===== src/rtl/freq_meter_pkg.sv =====
`default_nettype none
`timescale 1ns/1ps
// ============================================================================
// Module   : freq_meter_pkg
// Brief    : Shared types, gate encodings and field positions for freq_meter.
// Revision : 1.0 - initial release
// ============================================================================
package freq_meter_pkg;

    localparam logic [1:0] C_GATE_1S    = 2'd0;
    localparam logic [1:0] C_GATE_100MS = 2'd1;
    localparam logic [1:0] C_GATE_10MS  = 2'd2;
    localparam logic [1:0] C_GATE_1MS   = 2'd3;

    localparam logic [1:0] C_BYTE_0 = 2'd0;
    localparam logic [1:0] C_BYTE_1 = 2'd1;
    localparam logic [1:0] C_BYTE_2 = 2'd2;
    localparam logic [1:0] C_BYTE_3 = 2'd3;

    // Byte 3 layout: {overflow, gate_q[1:0], 3'b0, result[25:24]}
    localparam int C_B3_OVF_BIT  = 7;
    localparam int C_B3_GATE_LSB = 5;
    localparam int C_B3_RES_MSB  = 25;
    localparam int C_RES_EXT_W   = 26;

    typedef enum logic [0:0] {
        IDLE    = 1'b0,
        MEASURE = 1'b1
    } state_t;

    function automatic int gate_len(input logic [1:0] sel, input int clk_hz);
        case (sel)
            C_GATE_1S:    return clk_hz;
            C_GATE_100MS: return clk_hz / 10;
            C_GATE_10MS:  return clk_hz / 100;
            default:      return clk_hz / 1000;
        endcase
    endfunction

endpackage
`default_nettype wire


===== src/rtl/freq_meter_if.sv =====
`default_nettype none
`timescale 1ns/1ps
// ============================================================================
// Module   : freq_meter_if
// Brief    : Measurement control inputs and result outputs of freq_meter.
// Revision : 1.0 - initial release
// ============================================================================
interface freq_meter_if #(
    parameter int CNT_W = 26
);
    logic             sig_in;
    logic             en;
    logic [1:0]       gate_sel;
    logic [1:0]       byte_sel;
    logic [CNT_W-1:0] result;
    logic [7:0]       result_byte;
    logic             valid;
    logic             busy;
    logic             overflow;

    modport master (
        output sig_in, en, gate_sel, byte_sel,
        input  result, result_byte, valid, busy, overflow
    );

    modport slave (
        input  sig_in, en, gate_sel, byte_sel,
        output result, result_byte, valid, busy, overflow
    );
endinterface
`default_nettype wire


===== src/rtl/freq_meter_sync_edge_detect.sv =====
`default_nettype none
`timescale 1ns/1ps
// ============================================================================
// Module   : sync_edge_detect
// Brief    : Multi-flop synchroniser followed by a rising-edge detector.
// Revision : 1.0 - initial release
// ============================================================================
module sync_edge_detect #(
    parameter int SYNC_STAGES = 2
) (
    input  logic clk,
    input  logic rst_n,
    input  logic d,
    output logic rise
);
    logic [SYNC_STAGES-1:0] r_sync;
    logic                   r_prev;

    always_ff @(posedge clk or negedge rst_n) begin
        if (!rst_n) begin
            r_sync <= '0;
            r_prev <= 1'b0;
        end else begin
            r_sync <= {r_sync[SYNC_STAGES-2:0], d};
            r_prev <= r_sync[SYNC_STAGES-1];
        end
    end

    assign rise = r_sync[SYNC_STAGES-1] & ~r_prev;
endmodule
`default_nettype wire


===== src/rtl/freq_meter.sv =====
`default_nettype none
`timescale 1ns/1ps
// ============================================================================
// Module   : freq_meter
// Brief    : Gated rising-edge counter reporting sig_in frequency per window.
// Revision : 1.0 - initial release
// ============================================================================
module freq_meter
    import freq_meter_pkg::*;
#(
    parameter int CLK_HZ      = 60_000_000,
    parameter int CNT_W       = 26,
    parameter int SYNC_STAGES = 2
) (
    input  logic           clk,
    input  logic           rst_n,
    freq_meter_if.slave    bus
);
    localparam int               GATE_W    = $clog2(CLK_HZ);
    localparam logic [CNT_W-1:0] C_CNT_MAX = '1;

    state_t                  r_state;
    logic [1:0]              r_gate_q;
    logic [GATE_W-1:0]       r_gate_cnt;
    logic [CNT_W-1:0]        r_edge_cnt;
    logic [CNT_W-1:0]        r_result;
    logic                    r_ovf_acc;
    logic                    r_overflow;
    logic                    r_valid;

    logic                    w_rise;
    logic                    w_last;
    logic                    w_sat_hit;
    logic                    w_gate_chg;
    logic [GATE_W-1:0]       w_gate_end;
    logic [CNT_W-1:0]        w_cnt_next;
    logic [C_RES_EXT_W-1:0]  w_res_ext;
    logic [7:0]              w_byte;

    sync_edge_detect #(
        .SYNC_STAGES (SYNC_STAGES)
    ) u_sync (
        .clk   (clk),
        .rst_n (rst_n),
        .d     (bus.sig_in),
        .rise  (w_rise)
    );

    assign w_gate_end = GATE_W'(gate_len(r_gate_q, CLK_HZ) - 1);
    assign w_last     = (r_gate_cnt == w_gate_end);
    assign w_sat_hit  = w_rise && (r_edge_cnt == C_CNT_MAX);
    assign w_cnt_next = (w_rise && !w_sat_hit) ? r_edge_cnt + CNT_W'(1) : r_edge_cnt;
    assign w_gate_chg = (bus.gate_sel != r_gate_q);

    always_ff @(posedge clk or negedge rst_n) begin
        if (!rst_n) begin
            r_state    <= IDLE;
            r_gate_q   <= 2'd0;
            r_gate_cnt <= '0;
            r_edge_cnt <= '0;
            r_result   <= '0;
            r_ovf_acc  <= 1'b0;
            r_overflow <= 1'b0;
            r_valid    <= 1'b0;
        end else begin
            r_valid <= 1'b0;
            case (r_state)
                IDLE: begin
                    if (bus.en) begin
                        r_state  <= MEASURE;
                        r_gate_q <= bus.gate_sel;
                    end
                end
                MEASURE: begin
                    if (!bus.en && !w_last) begin
                        r_state    <= IDLE;
                        r_gate_cnt <= '0;
                        r_edge_cnt <= '0;
                        r_ovf_acc  <= 1'b0;
                    end else if (w_last) begin
                        // Completion wins over a gate change; the new gate starts the next window
                        r_result   <= w_cnt_next;
                        r_overflow <= r_ovf_acc | w_sat_hit;
                        r_valid    <= 1'b1;
                        r_gate_q   <= bus.gate_sel;
                        r_gate_cnt <= '0;
                        r_edge_cnt <= '0;
                        r_ovf_acc  <= 1'b0;
                        if (!bus.en) begin
                            r_state <= IDLE;
                        end
                    end else if (w_gate_chg) begin
                        r_gate_q   <= bus.gate_sel;
                        r_gate_cnt <= '0;
                        r_edge_cnt <= '0;
                        r_ovf_acc  <= 1'b0;
                    end else begin
                        r_gate_cnt <= r_gate_cnt + GATE_W'(1);
                        r_edge_cnt <= w_cnt_next;
                        r_ovf_acc  <= r_ovf_acc | w_sat_hit;
                    end
                end
                default: r_state <= IDLE;
            endcase
        end
    end

    assign w_res_ext = C_RES_EXT_W'(r_result);

    always_comb begin
        w_byte = '0;
        case (bus.byte_sel)
            C_BYTE_0: w_byte = w_res_ext[7:0];
            C_BYTE_1: w_byte = w_res_ext[15:8];
            C_BYTE_2: w_byte = w_res_ext[23:16];
            C_BYTE_3: begin
                w_byte[C_B3_OVF_BIT]       = r_overflow;
                w_byte[C_B3_GATE_LSB +: 2] = r_gate_q;
                w_byte[1:0]                = w_res_ext[C_B3_RES_MSB -: 2];
            end
            default: w_byte = '0;
        endcase
    end

    assign bus.result      = r_result;
    assign bus.result_byte = w_byte;
    assign bus.valid       = r_valid;
    assign bus.busy        = (r_state == MEASURE);
    assign bus.overflow    = r_overflow;
endmodule
`default_nettype wire

===== src/flat_wrapper.sv =====
// flat-port wrapper written by rule: the top's interface ports become plain ports
module freq_meter_flat import freq_meter_pkg::*;
#(
    parameter int CLK_HZ      = 60_000_000,
    parameter int CNT_W       = 26,
    parameter int SYNC_STAGES = 2
)
  (clk, rst_n, bus_sig_in, bus_en, bus_gate_sel, bus_byte_sel, bus_result, bus_result_byte, bus_valid, bus_busy, bus_overflow);
  freq_meter_if #(.CNT_W(CNT_W)) bus_i ();
  input  logic clk;
  input  logic rst_n;
  input wire logic [$bits(bus_i.sig_in)-1:0] bus_sig_in;
  input wire logic [$bits(bus_i.en)-1:0] bus_en;
  input wire logic [$bits(bus_i.gate_sel)-1:0] bus_gate_sel;
  input wire logic [$bits(bus_i.byte_sel)-1:0] bus_byte_sel;
  output wire logic [$bits(bus_i.result)-1:0] bus_result;
  output wire logic [$bits(bus_i.result_byte)-1:0] bus_result_byte;
  output wire logic [$bits(bus_i.valid)-1:0] bus_valid;
  output wire logic [$bits(bus_i.busy)-1:0] bus_busy;
  output wire logic [$bits(bus_i.overflow)-1:0] bus_overflow;
  assign bus_i.sig_in = bus_sig_in;
  assign bus_i.en = bus_en;
  assign bus_i.gate_sel = bus_gate_sel;
  assign bus_i.byte_sel = bus_byte_sel;
  assign bus_result = bus_i.result;
  assign bus_result_byte = bus_i.result_byte;
  assign bus_valid = bus_i.valid;
  assign bus_busy = bus_i.busy;
  assign bus_overflow = bus_i.overflow;
  freq_meter #(.CLK_HZ(CLK_HZ), .CNT_W(CNT_W), .SYNC_STAGES(SYNC_STAGES)) u_core (.clk(clk), .rst_n(rst_n), .bus(bus_i));
endmodule

===== config.mk =====
export PLATFORM = sky130hd
export DESIGN_NAME = freq_meter_flat
export DESIGN_NICKNAME = d
export VERILOG_FILES = /design/src/rtl/freq_meter_pkg.sv /design/src/rtl/freq_meter_if.sv /design/src/rtl/freq_meter_sync_edge_detect.sv /design/src/rtl/freq_meter.sv /design/src/flat_wrapper.sv
export SDC_FILE = /design/constraint.sdc
export NUM_CORES = 1
export LEC_CHECK = 0
export CORE_UTILIZATION = 40
export DETAILED_ROUTE_END_ITERATION = 8
export GPL_TIMING_DRIVEN = 0
export PLACE_DENSITY = 0.57
export RECOVER_POWER = 50
export SYNTH_ARGS = -nofsm -noshare
export SYNTH_HDL_FRONTEND = slang
export SYNTH_HIERARCHICAL = 1
export SYNTH_SLANG_ARGS = --single-unit

===== constraint.sdc =====
create_clock -name clk -period 3.7 [get_ports clk]
set_input_delay 0.925 -clock clk [delete_from_list [all_inputs] [get_ports clk]]
set_output_delay 0.925 -clock clk [all_outputs]
set_load 0.02 [all_outputs]

==> results of run 1 <==
layout by cell type, fill, tap and decap left out, drive strengths merged, types with 3 or more instances in the layout:
master and instances:
clkbuf 35, nand4 24, a22o 8, nor2 47, mux4 5, a211oi 3, o22ai 4, o31a 6
dlygate4sd3 16, nand2 45, ha 9, a21oi 22, o21bai 5, nor3 19, mux2i 11, a221o 7
and4 8, or2 3, o31ai 8, nor4 14, nand2b 3, nand3 28, xnor2 18, a31oi 21
a21o 4, bufinv 3, buf 19, o311ai 6, a41oi 3, inv 20, o211ai 4, dfrtp 87
nor2b 3, and3 9, or3 10, xor2 14, o21a 3, o21ai 22, clkdlybuf4s50 25
registers in the layout, summed over array words and instances (netlist names):
register              flops
u_core/r_gate_q           2
u_core/bus.valid          1
u_core/u_sync/r_prev      1
u_core/r_edge_cnt        26
u_core/r_gate_cnt        26
u_core/bus.result        26
u_core/u_sync/r_sync      2
u_core/r_ovf_acc          1
u_core/bus.overflow       1
u_core/bus.busy           1
per-stage QoR:
stage / std cells / TNS, ns / util [%] / worst slack, ns
finish: 797 / 0 / 49.2 / 0.274
CTS: 795 / 0 / 49.1 / 0.0768
detailed placement: 780 / 0 / 46.4 / 0.0768
floorplan: 565 / 0 / - / 0.798
global route: 797 / 0 / 49.2 / 0.126
global placement: 779 / -145.96 / 46.2 / -1.68
area by class of cell:
type | instances | area (um^2)
Clock buffer | 12 | 256
Fill cell | 1242 | 6430
Clock inverter | 3 | 90.1
Sequential cell | 87 | 2180
Multi-Input combinational cell | 419 | 2780
Inverter | 21 | 78.8
Buffer | 38 | 181
Tap cell | 172 | 215
Timing Repair Buffer | 45 | 457
final timing paths:
check / from / endpoint / cells past startpoint
worst max-delay path: bus_byte_sel[1] / bus_result_byte[4] / 5
max in group asynchronous: rst_n / u_core/r_edge_cnt[18] / 1
worst min register to register: u_core/u_sync/r_sync[0] / u_core/u_sync/r_sync[1] / 0
min in group asynchronous: rst_n / u_core/r_gate_cnt[11] / 1
worst min-delay path: u_core/u_sync/r_sync[0] / u_core/u_sync/r_sync[1] / 0
worst max register to register: u_core/r_gate_q[1] / u_core/bus.result[20] / 10
critical path, stage by stage:
cell and delay, ns:
buf_1 0.42, nor2b_1 0.35, nand2_1 0.08, o21ai_0 0.08
clkdlybuf4s50_1 0.64
kinds of logic (layout without fill, tap and decap cells):
logic type	Yosys count	after routing	synth area share, %
DFF	87	87	41.7
AOI/OAI and AO/OA	137	137	18.4
and+or+nand+nor	225	225	23.1
buffers and inverters	59	119	4.92
xor gates and xnor gates	32	32	5.37
muxes	16	16	4.27
adders and majority gates	9	9	2.16
power groups by stage:
stage	logic, uW	clock network (uW)	registers (uW)
global placement	148	0	986
global route	168	1130	968
finish	153	1070	968
floorplan	87.3	0	983
CTS	155	1090	968
detailed placement	154	0	986
repair_timing:
action                                  in CTS  in global routing
endpoints found under the setup margin       0                 17
resized for setup                            0                  7
buffers inserted                             0                  2
metal layers:
metal | share of wire [%] | wire (um) | up-vias
met5 | 0 | 0 | -
met4 | 1.3 | 214 | 0
met3 | 5.8 | 952 | 19
met2 | 45 | 7360 | 172
met1 | 48 | 7870 | 2397
li1 | - | - | 2227
==> impl_metrics.csv, run 1 <==
group,metric,value,unit
critical_path,crit_required,2.77,ns
place,hpwl,11.7,mm
die,die_x,116,um
cts,cts_sinks,87,
yosys,yosysUniqueCellTypes,63,
flow_run,maxCapViolCount,1,
sta,min_period_over_period,92.6,%
finish,final_layout_size_suffix_gt1_share,8.32,%
yosys,seq_area_frac_synth,41.7,%
critical_path,crit_type,"primary input to output port",
critical_path,rrSetupSlack,0.42,ns
place,portBuffers,42,
power,p_clk_share,48.9,%
yosys,synthesis.nets,582,
grt,grtUsageMet3,3.11,%
routing,vias,4815,
grt,grt_pass1_wl,25.4,mm
yosys,syn_area_per_cell,9.23,um^2
grt,busiest_layer,"met1",
die,fp.dieH,116,um
sta,slew_headroom,-50.3,%
yosys,ys.flop_type,"dfrtp_1",
cts,insertion_delay,0.34,ns
routing,wire_per_inst,20.6,um
sta,clock_skew,0.00654,ns
routing,wirelength,16.4,mm
yosys,synthTopCellsByArea,"dfrtp_1 42%, nor2_1 3.3%, nand2_1 3.2%",
die,ios,45,
grt,grt.overflow.total,0,
grt,grtUsageTotal,25.7,%
sta,hold_viol_final,0,
place,dpl_cell_area,5880,um^2
power,power_leakage,0.00251,uW
sta,grt_setup_unrepaired,"no",
sta,min_period,3.43,ns
power,power_density,351,nW/um^2
grt,grt_max_degree,51,
routing,firstDrtPassIters,5,
die,coreArea,12700,um^2
finish,num_antenna_cells,0,
routing,drc,0,
finish,area_growth,19.6,%
sta,fmax,0.292,GHz
grt,grt_use_met1,38.5,%
power,finalPower,2190,uW
critical_path,crit_fanout,9,
yosys,ys_seq_elements,87,
yosys,syn_inst,565,
grt,met2_usage,38.5,%
grt,antenna_found_initial,0,
finish,final_area,6240,um^2
power,power_frac_seq,44.1,%
critical_path,crit_arrival,2.50,ns
cts,htreeDepth,3,
outcome,violations,"capacitance limit, slew limit",
cts,clock_path_buffers,2,
die,rows,41,
yosys,synthArstFlopShare,100,%
yosys,synth_edf_count,0,
routing,drtAntennaViolNets,0,
sta,setup-violations-final,0,
power,switchingPower,491,uW
cts,clk_pin_slew,0.06,ns
yosys,synth_top_area_cell,"dfrtp_1",
cts,cts_hold_repair.buffers,0,
sta,holdWs,0.351,ns
routing,viasPerCell,6.04,
sta,tightest_slew,2.25,ns
yosys,mappedNetlistArea,5220,um^2
power,p_sw_share,22.4,%
sta,drv_slew,38,
power,power.internal,1700,uW
die,start_util,41.2,%
critical_path,crit_path_start_kind,"primary input",
power,ir_drop,0.210,mV
routing,initialDrtViolationCount,446,
hold_path,min_path_type,"register to register",
cts,cts_tree,"yes",
die,die-area,13500,um^2
yosys,yosysMostFrequentCell,"dfrtp_1",
finish,final_nets,638,
cts,cts_buffers,9,
grt,grt_pass1_vias,4387,
outcome,status,"finished, violations left",
yosys,ys_top_cells_by_count,"87 x dfrtp_1, 46 x nor2_1, 45 x nand2_1",
cts,cts_root_buf,"clkbuf_16",
power,combPwrFrac,7.0,%
yosys,synth_top_area_share,41.7,%
critical_path,endpoint_kind,"output port",
yosys,yosys_warnings,6,
place,place_congestion,0.934,
No activity file was read; power rests on OpenSTA's default activity.
==> run 2, diff against run 1 <==
CORE_MARGIN = 1.5   (was not set)
==> impl_metrics.csv, run 2 (synthesized netlist as in run 1, its figures left out) <==
group,metric,value,unit
critical_path,crit_path_start_kind,"primary input",
cts,htreeDepth,3,
place,hpwl,11.7,mm
critical_path,cp-startpoint,"bus_byte_sel[0]",
place,numPlacedInstances,780,
sta,holdWs,0.368,ns
power,switchingPower,513,uW
grt,grt.overflow.total,0,
finish,seqCellArea,2180,um^2
cts,cts_tree,"yes",
outcome,status,"finished, violations left",
power,power_density,334,nW/um^2
power,power_leakage,0.00248,uW
routing,initialDrtViolationCount,527,
sta,grt_setup_unrepaired,"no",
sta,tightest_slew,1.85,ns
critical_path,endpoint_kind,"output port",
finish,final_core_util,48.8,%
critical_path,slowest_stage,"mux4_2",
critical_path,rrSetupSlack,0.26,ns
grt,grtUsageTotal,25.1,%
critical_path,crit_required,2.77,ns
power,p_sw_share,24.8,%
cts,insertion_delay,0.35,ns
die,rows,41,
cts,cts_sinks,87,
place,place_congestion,0.967,
sta,fin_tns_setup,0,ns
die,die-area,13700,um^2
routing,drc,0,
critical_path,r2r_cells,9,
critical_path,crit_arrival,2.68,ns
die,coreArea,12700,um^2
routing,wirelength,16.5,mm
cts,cts_buffers,9,
place,portBuffers,42,
grt,grt_max_degree,57,
critical_path,crit_fanout,9,
routing,viasPerCell,6.09,
cts,clk_pin_slew,0.06,ns
power,ir_drop,0.197,mV
cts,clock_path_buffers,2,
cts,cts_root_buf,"clkbuf_16",
finish,fill_cells,1251,
power,power.internal,1550,uW
critical_path,reg2reg_from,"u_core/r_gate_q[1]",
grt,antenna_found_initial,0,
finish,final_cells,796,
die,ios,45,
finish,final_common_cell,"dfrtp_1",
flow_run,maxCapViolCount,1,
sta,fmax,0.277,GHz
finish,final_nets,636,
die,start_util,41.2,%
die,die_x,117,um
power,p_clk_share,45.7,%
sta,setup-violations-final,0,
finish,area_growth,18.6,%
finish,num_antenna_cells,0,
routing,vias,4846,
sta,hold_viol_final,0,
sta,drv_slew,32,
critical_path,worstReg2RegEnd,"u_core/r_edge_cnt[18]",
critical_path,crit_type,"primary input to output port",
routing,drtAntennaViolNets,0,
critical_path,path_cells,"clkdlybuf4s15_1 -> mux4_2 -> clkdlybuf4s50_1",
grt,grt_pass1_vias,4270,
routing,firstDrtPassIters,6,
power,finalPower,2070,uW
grt,grt_pass1_wl,24.8,mm
critical_path,endpoint,"bus_result_byte[6]",
sta,clock_skew,0.00497,ns
critical_path,max_stage_delay,0.61,ns
finish,final_cell_mix,"87 x dfrtp_1, 46 x nor2_1, 45 x nand2_1",
sta,slew_headroom,-23.1,%
power,combPwrFrac,7.4,%
die,fp.dieH,117,um
outcome,violations,"capacitance limit, slew limit",
sta,min_period_over_period,97.5,%
sta,min_period,3.61,ns
hold_path,min_path_type,"register to register",
finish,final_layout_size_suffix_gt1_share,8.01,%
power,power_frac_seq,46.9,%
routing,wire_per_inst,20.7,um
finish,multi_input_comb_area,2780,um^2
## run 2: cell count changes in the layout (fill, tap and decap cells not counted), sizes merged
| cell | previous run | this run |
|---|---|---|
| buf | 19 | 17 |
| bufinv | 3 | 1 |
| clkbuf | 35 | 32 |
| clkdlybuf4s15 | 0 | 1 |
| clkdlybuf4s50 | 25 | 26 |
| clkinv | 1 | 4 |
| clkinvlp | 0 | 1 |
| dlygate4sd3 | 16 | 15 |
| inv | 20 | 21 |
## run 2: area by class of cell
class	instances	share of cell area [%]
inverter	21	1.27
tap	172	3.48
timing repair buffer	43	7.14
sequential	87	35.2
multi-input combinational	419	45.0
clock inverter	6	1.11
buffer	38	2.99
clock buffer	10	3.86
## run 2: layer usage
| metal | GRT usage, % | vias to the layer above | part of all wire (%) |
|---|---|---|---|
| met2 | 36.1 | 238 | 44 |
| met4 | 10.8 | 0 | 2.1 |
| met5 | 0 | - | 0 |
| met1 | 36.6 | 2358 | 45 |
| li1 | - | 2225 | - |
| met3 | 5.10 | 25 | 8.6 |
## run 2: worst max-delay path, delay by kind of cell
family,cells,cell delay [ns]
buffers and inverters,2,1.15
muxes,1,0.61
## run 2: worst min-delay path by stage
stage,startpoint,endpoint,slack (ns),cells past startpoint
finish,u_core/u_sync/r_sync[0],u_core/u_sync/r_sync[1],0.37,0
floorplan,u_core/u_sync/r_sync[0],u_core/u_sync/r_sync[1],0.33,0
global placement,u_core/u_sync/r_sync[0],u_core/u_sync/r_sync[1],0.33,0
CTS,u_core/u_sync/r_sync[0],u_core/u_sync/r_sync[1],0.37,0
global route,u_core/u_sync/r_sync[0],u_core/u_sync/r_sync[1],0.39,0
detailed placement,u_core/u_sync/r_sync[0],u_core/u_sync/r_sync[1],0.36,0
## run 2: per-stage QoR
step | area [um^2] | worst slack [ns]
3_3_place_gp | 5850 | -1.61
3_5_place_dp | 5880 | 0.0776
2_1_floorplan | 5220 | 0.798
5_1_grt | 6190 | 0.00196
6_report | 6190 | 0.0943
4_1_cts | 6190 | 0.0728
## run 2: power by group through the flow
| stage | clock network (uW) | registers, uW | logic [uW] |
|---|---|---|---|
| after global routing | 1000 | 968 | 168 |
| after global placement | 0 | 986 | 148 |
| final | 944 | 968 | 154 |
| after CTS | 968 | 968 | 154 |
| after floorplan | 0 | 983 | 87.3 |
| after detailed placement | 0 | 986 | 153 |
## run 2: repair_timing
action / CTS / global route
setup buffers: 0 / 0
setup endpoints to repair: 0 / 8
resized for setup: 0 / 4
hold buffers: 0 / 0
endpoints found under the hold margin: 0 / 0
==> run 3, diff against run 2 <==
CORE_ASPECT_RATIO = 0.8   (was not set)
CORE_MARGIN = 2   (was 1.5)
==> impl_metrics.csv, run 3 (synthesized netlist as in run 1, its figures left out) <==
group,metric,value,unit
sta,hold_viol_final,0,
routing,firstDrtPassIters,5,
cts,clock_path_buffers,2,
cts,htreeDepth,3,
cts,cts_tree,"yes",
cts,insertion_delay,0.34,ns
die,start_util,40.8,%
power,ir_drop,0.207,mV
die,fp.dieH,106,um
finish,final_common_cell,"dfrtp_1",
finish,final_cell_mix,"87 x dfrtp_1, 46 x nor2_1, 45 x nand2_1",
routing,viasPerCell,6.04,
sta,slew_headroom,-16.9,%
critical_path,path_cells,"buf_1 -> nor2b_1 -> nand2_1 -> o21ai_0 -> clkdlybuf4s50_1",
grt,grt_max_degree,60,
outcome,violations,"capacitance limit, slew limit",
power,power_leakage,0.00247,uW
flow_run,maxCapViolCount,1,
finish,num_antenna_cells,0,
grt,grt.overflow.total,0,
sta,grt_setup_unrepaired,"no",
finish,area_growth,18.1,%
power,power_density,326,nW/um^2
critical_path,crit_fanout,9,
sta,drv_slew,29,
cts,cts_buffers,9,
sta,setup-violations-final,0,
grt,grt_pass1_vias,4498,
critical_path,crit_required,2.77,ns
routing,initialDrtViolationCount,520,
finish,final_nets,636,
place,hpwl,12.2,mm
finish,final_core_util,48.2,%
die,rows,37,
routing,wirelength,17.0,mm
die,die-area,14000,um^2
die,coreArea,12800,um^2
sta,min_period,3.50,ns
finish,final_cells,799,
sta,clock_skew,0.00827,ns
hold_path,min_path_type,"register to register",
grt,grt_pass1_wl,26.7,mm
die,die_x,132,um
place,numPlacedInstances,783,
critical_path,crit_arrival,2.57,ns
routing,vias,4823,
grt,antenna_found_initial,0,
routing,wire_per_inst,21.3,um
routing,drtAntennaViolNets,0,
sta,tightest_slew,1.75,ns
critical_path,crit_type,"primary input to output port",
routing,drc,0,
critical_path,crit_path_start_kind,"primary input",
sta,fmax,0.286,GHz
cts,cts_sinks,87,
grt,grtUsageTotal,24.9,%
sta,holdWs,0.354,ns
place,dp_slack,0.0403,ns
critical_path,max_stage_delay,0.63,ns
cts,cts_root_buf,"clkbuf_16",
critical_path,slowest_stage,"clkdlybuf4s50_1",
finish,final_layout_size_suffix_gt1_share,8.01,%
place,place_congestion,0.956,
sta,min_period_over_period,94.6,%
place,portBuffers,42,
cts,clk_pin_slew,0.07,ns
sta,setup_ws,0.201,ns
critical_path,endpoint_kind,"output port",
power,finalPower,2010,uW
outcome,status,"finished, violations left",
die,ios,45,
-- run 3: cell count changes in the layout (fill, tap and decap cells not counted), sizes merged --
cell and change:
bufinv -1, clkbuf +1, clkdlybuf4s15 -1, clkdlybuf4s50 -1, dlygate4sd3 +1, inv +1
-- run 3: layer usage --
| metal | wire length, um | track usage, % | vias up |
|---|---|---|---|
| li1 | - | - | 2216 |
| met3 | 1090 | 3.29 | 21 |
| met5 | 0 | 0 | - |
| met2 | 7280 | 35.9 | 171 |
| met1 | 8440 | 39.4 | 2415 |
| met4 | 228 | 5.67 | 0 |
-- run 3: cell type report --
type | instances | area, um^2
Buffer | 38 | 179
Clock buffer | 10 | 239
Clock inverter | 6 | 43.8
Fill cell | 1262 | 6620
Inverter | 21 | 78.8
Multi-Input combinational cell | 419 | 2780
Sequential cell | 87 | 2180
Tap cell | 175 | 219
Timing Repair Buffer | 43 | 442
-- run 3: worst max-delay path, delay by kind of cell --
kind	cells	cell delay, ns
buffers and inverters	2	1.08
AOI/OAI and AO/OA	1	0.12
and+or+nand+nor	2	0.44
-- run 3: repair_timing --
| item | 4_1_cts | 5_1_grt |
|---|---|---|
| resized for setup | 0 | 3 |
| endpoints found under the setup margin | 0 | 2 |
| hold buffers | 0 | 0 |
| setup buffers | 0 | 0 |
-- run 3: worst paths after layout --
kind,endpoint,startpoint,slack [ns],cells after the start
min in group asynchronous,u_core/r_gate_cnt[16],rst_n,1.05,1
setup reg to reg,u_core/r_edge_cnt[23],u_core/r_gate_q[1],0.23,9
max in group asynchronous,u_core/r_edge_cnt[5],rst_n,1.60,2
setup / recovery,bus_result_byte[4],bus_byte_sel[1],0.20,5
hold reg to reg,u_core/u_sync/r_sync[1],u_core/u_sync/r_sync[0],0.35,0
hold / removal,u_core/u_sync/r_sync[1],u_core/u_sync/r_sync[0],0.35,0
-- run 3: metrics by stage --
| stage | setup TNS, ns | cell area [um^2] |
|---|---|---|
| after global routing | 0 | 6160 |
| after floorplan | 0 | 5220 |
| final | 0 | 6160 |
| after detailed placement | 0 | 5880 |
| after CTS | 0 | 6160 |
| after global placement | -155.86 | 5860 |
-- run 3: where the power goes --
part | internal, uW | switching (uW) | leakage, uW
registers | 956 | 10.3 | 0.00120
clock network | 478 | 407 | 0.000139
logic | 50.3 | 104 | 0.00112
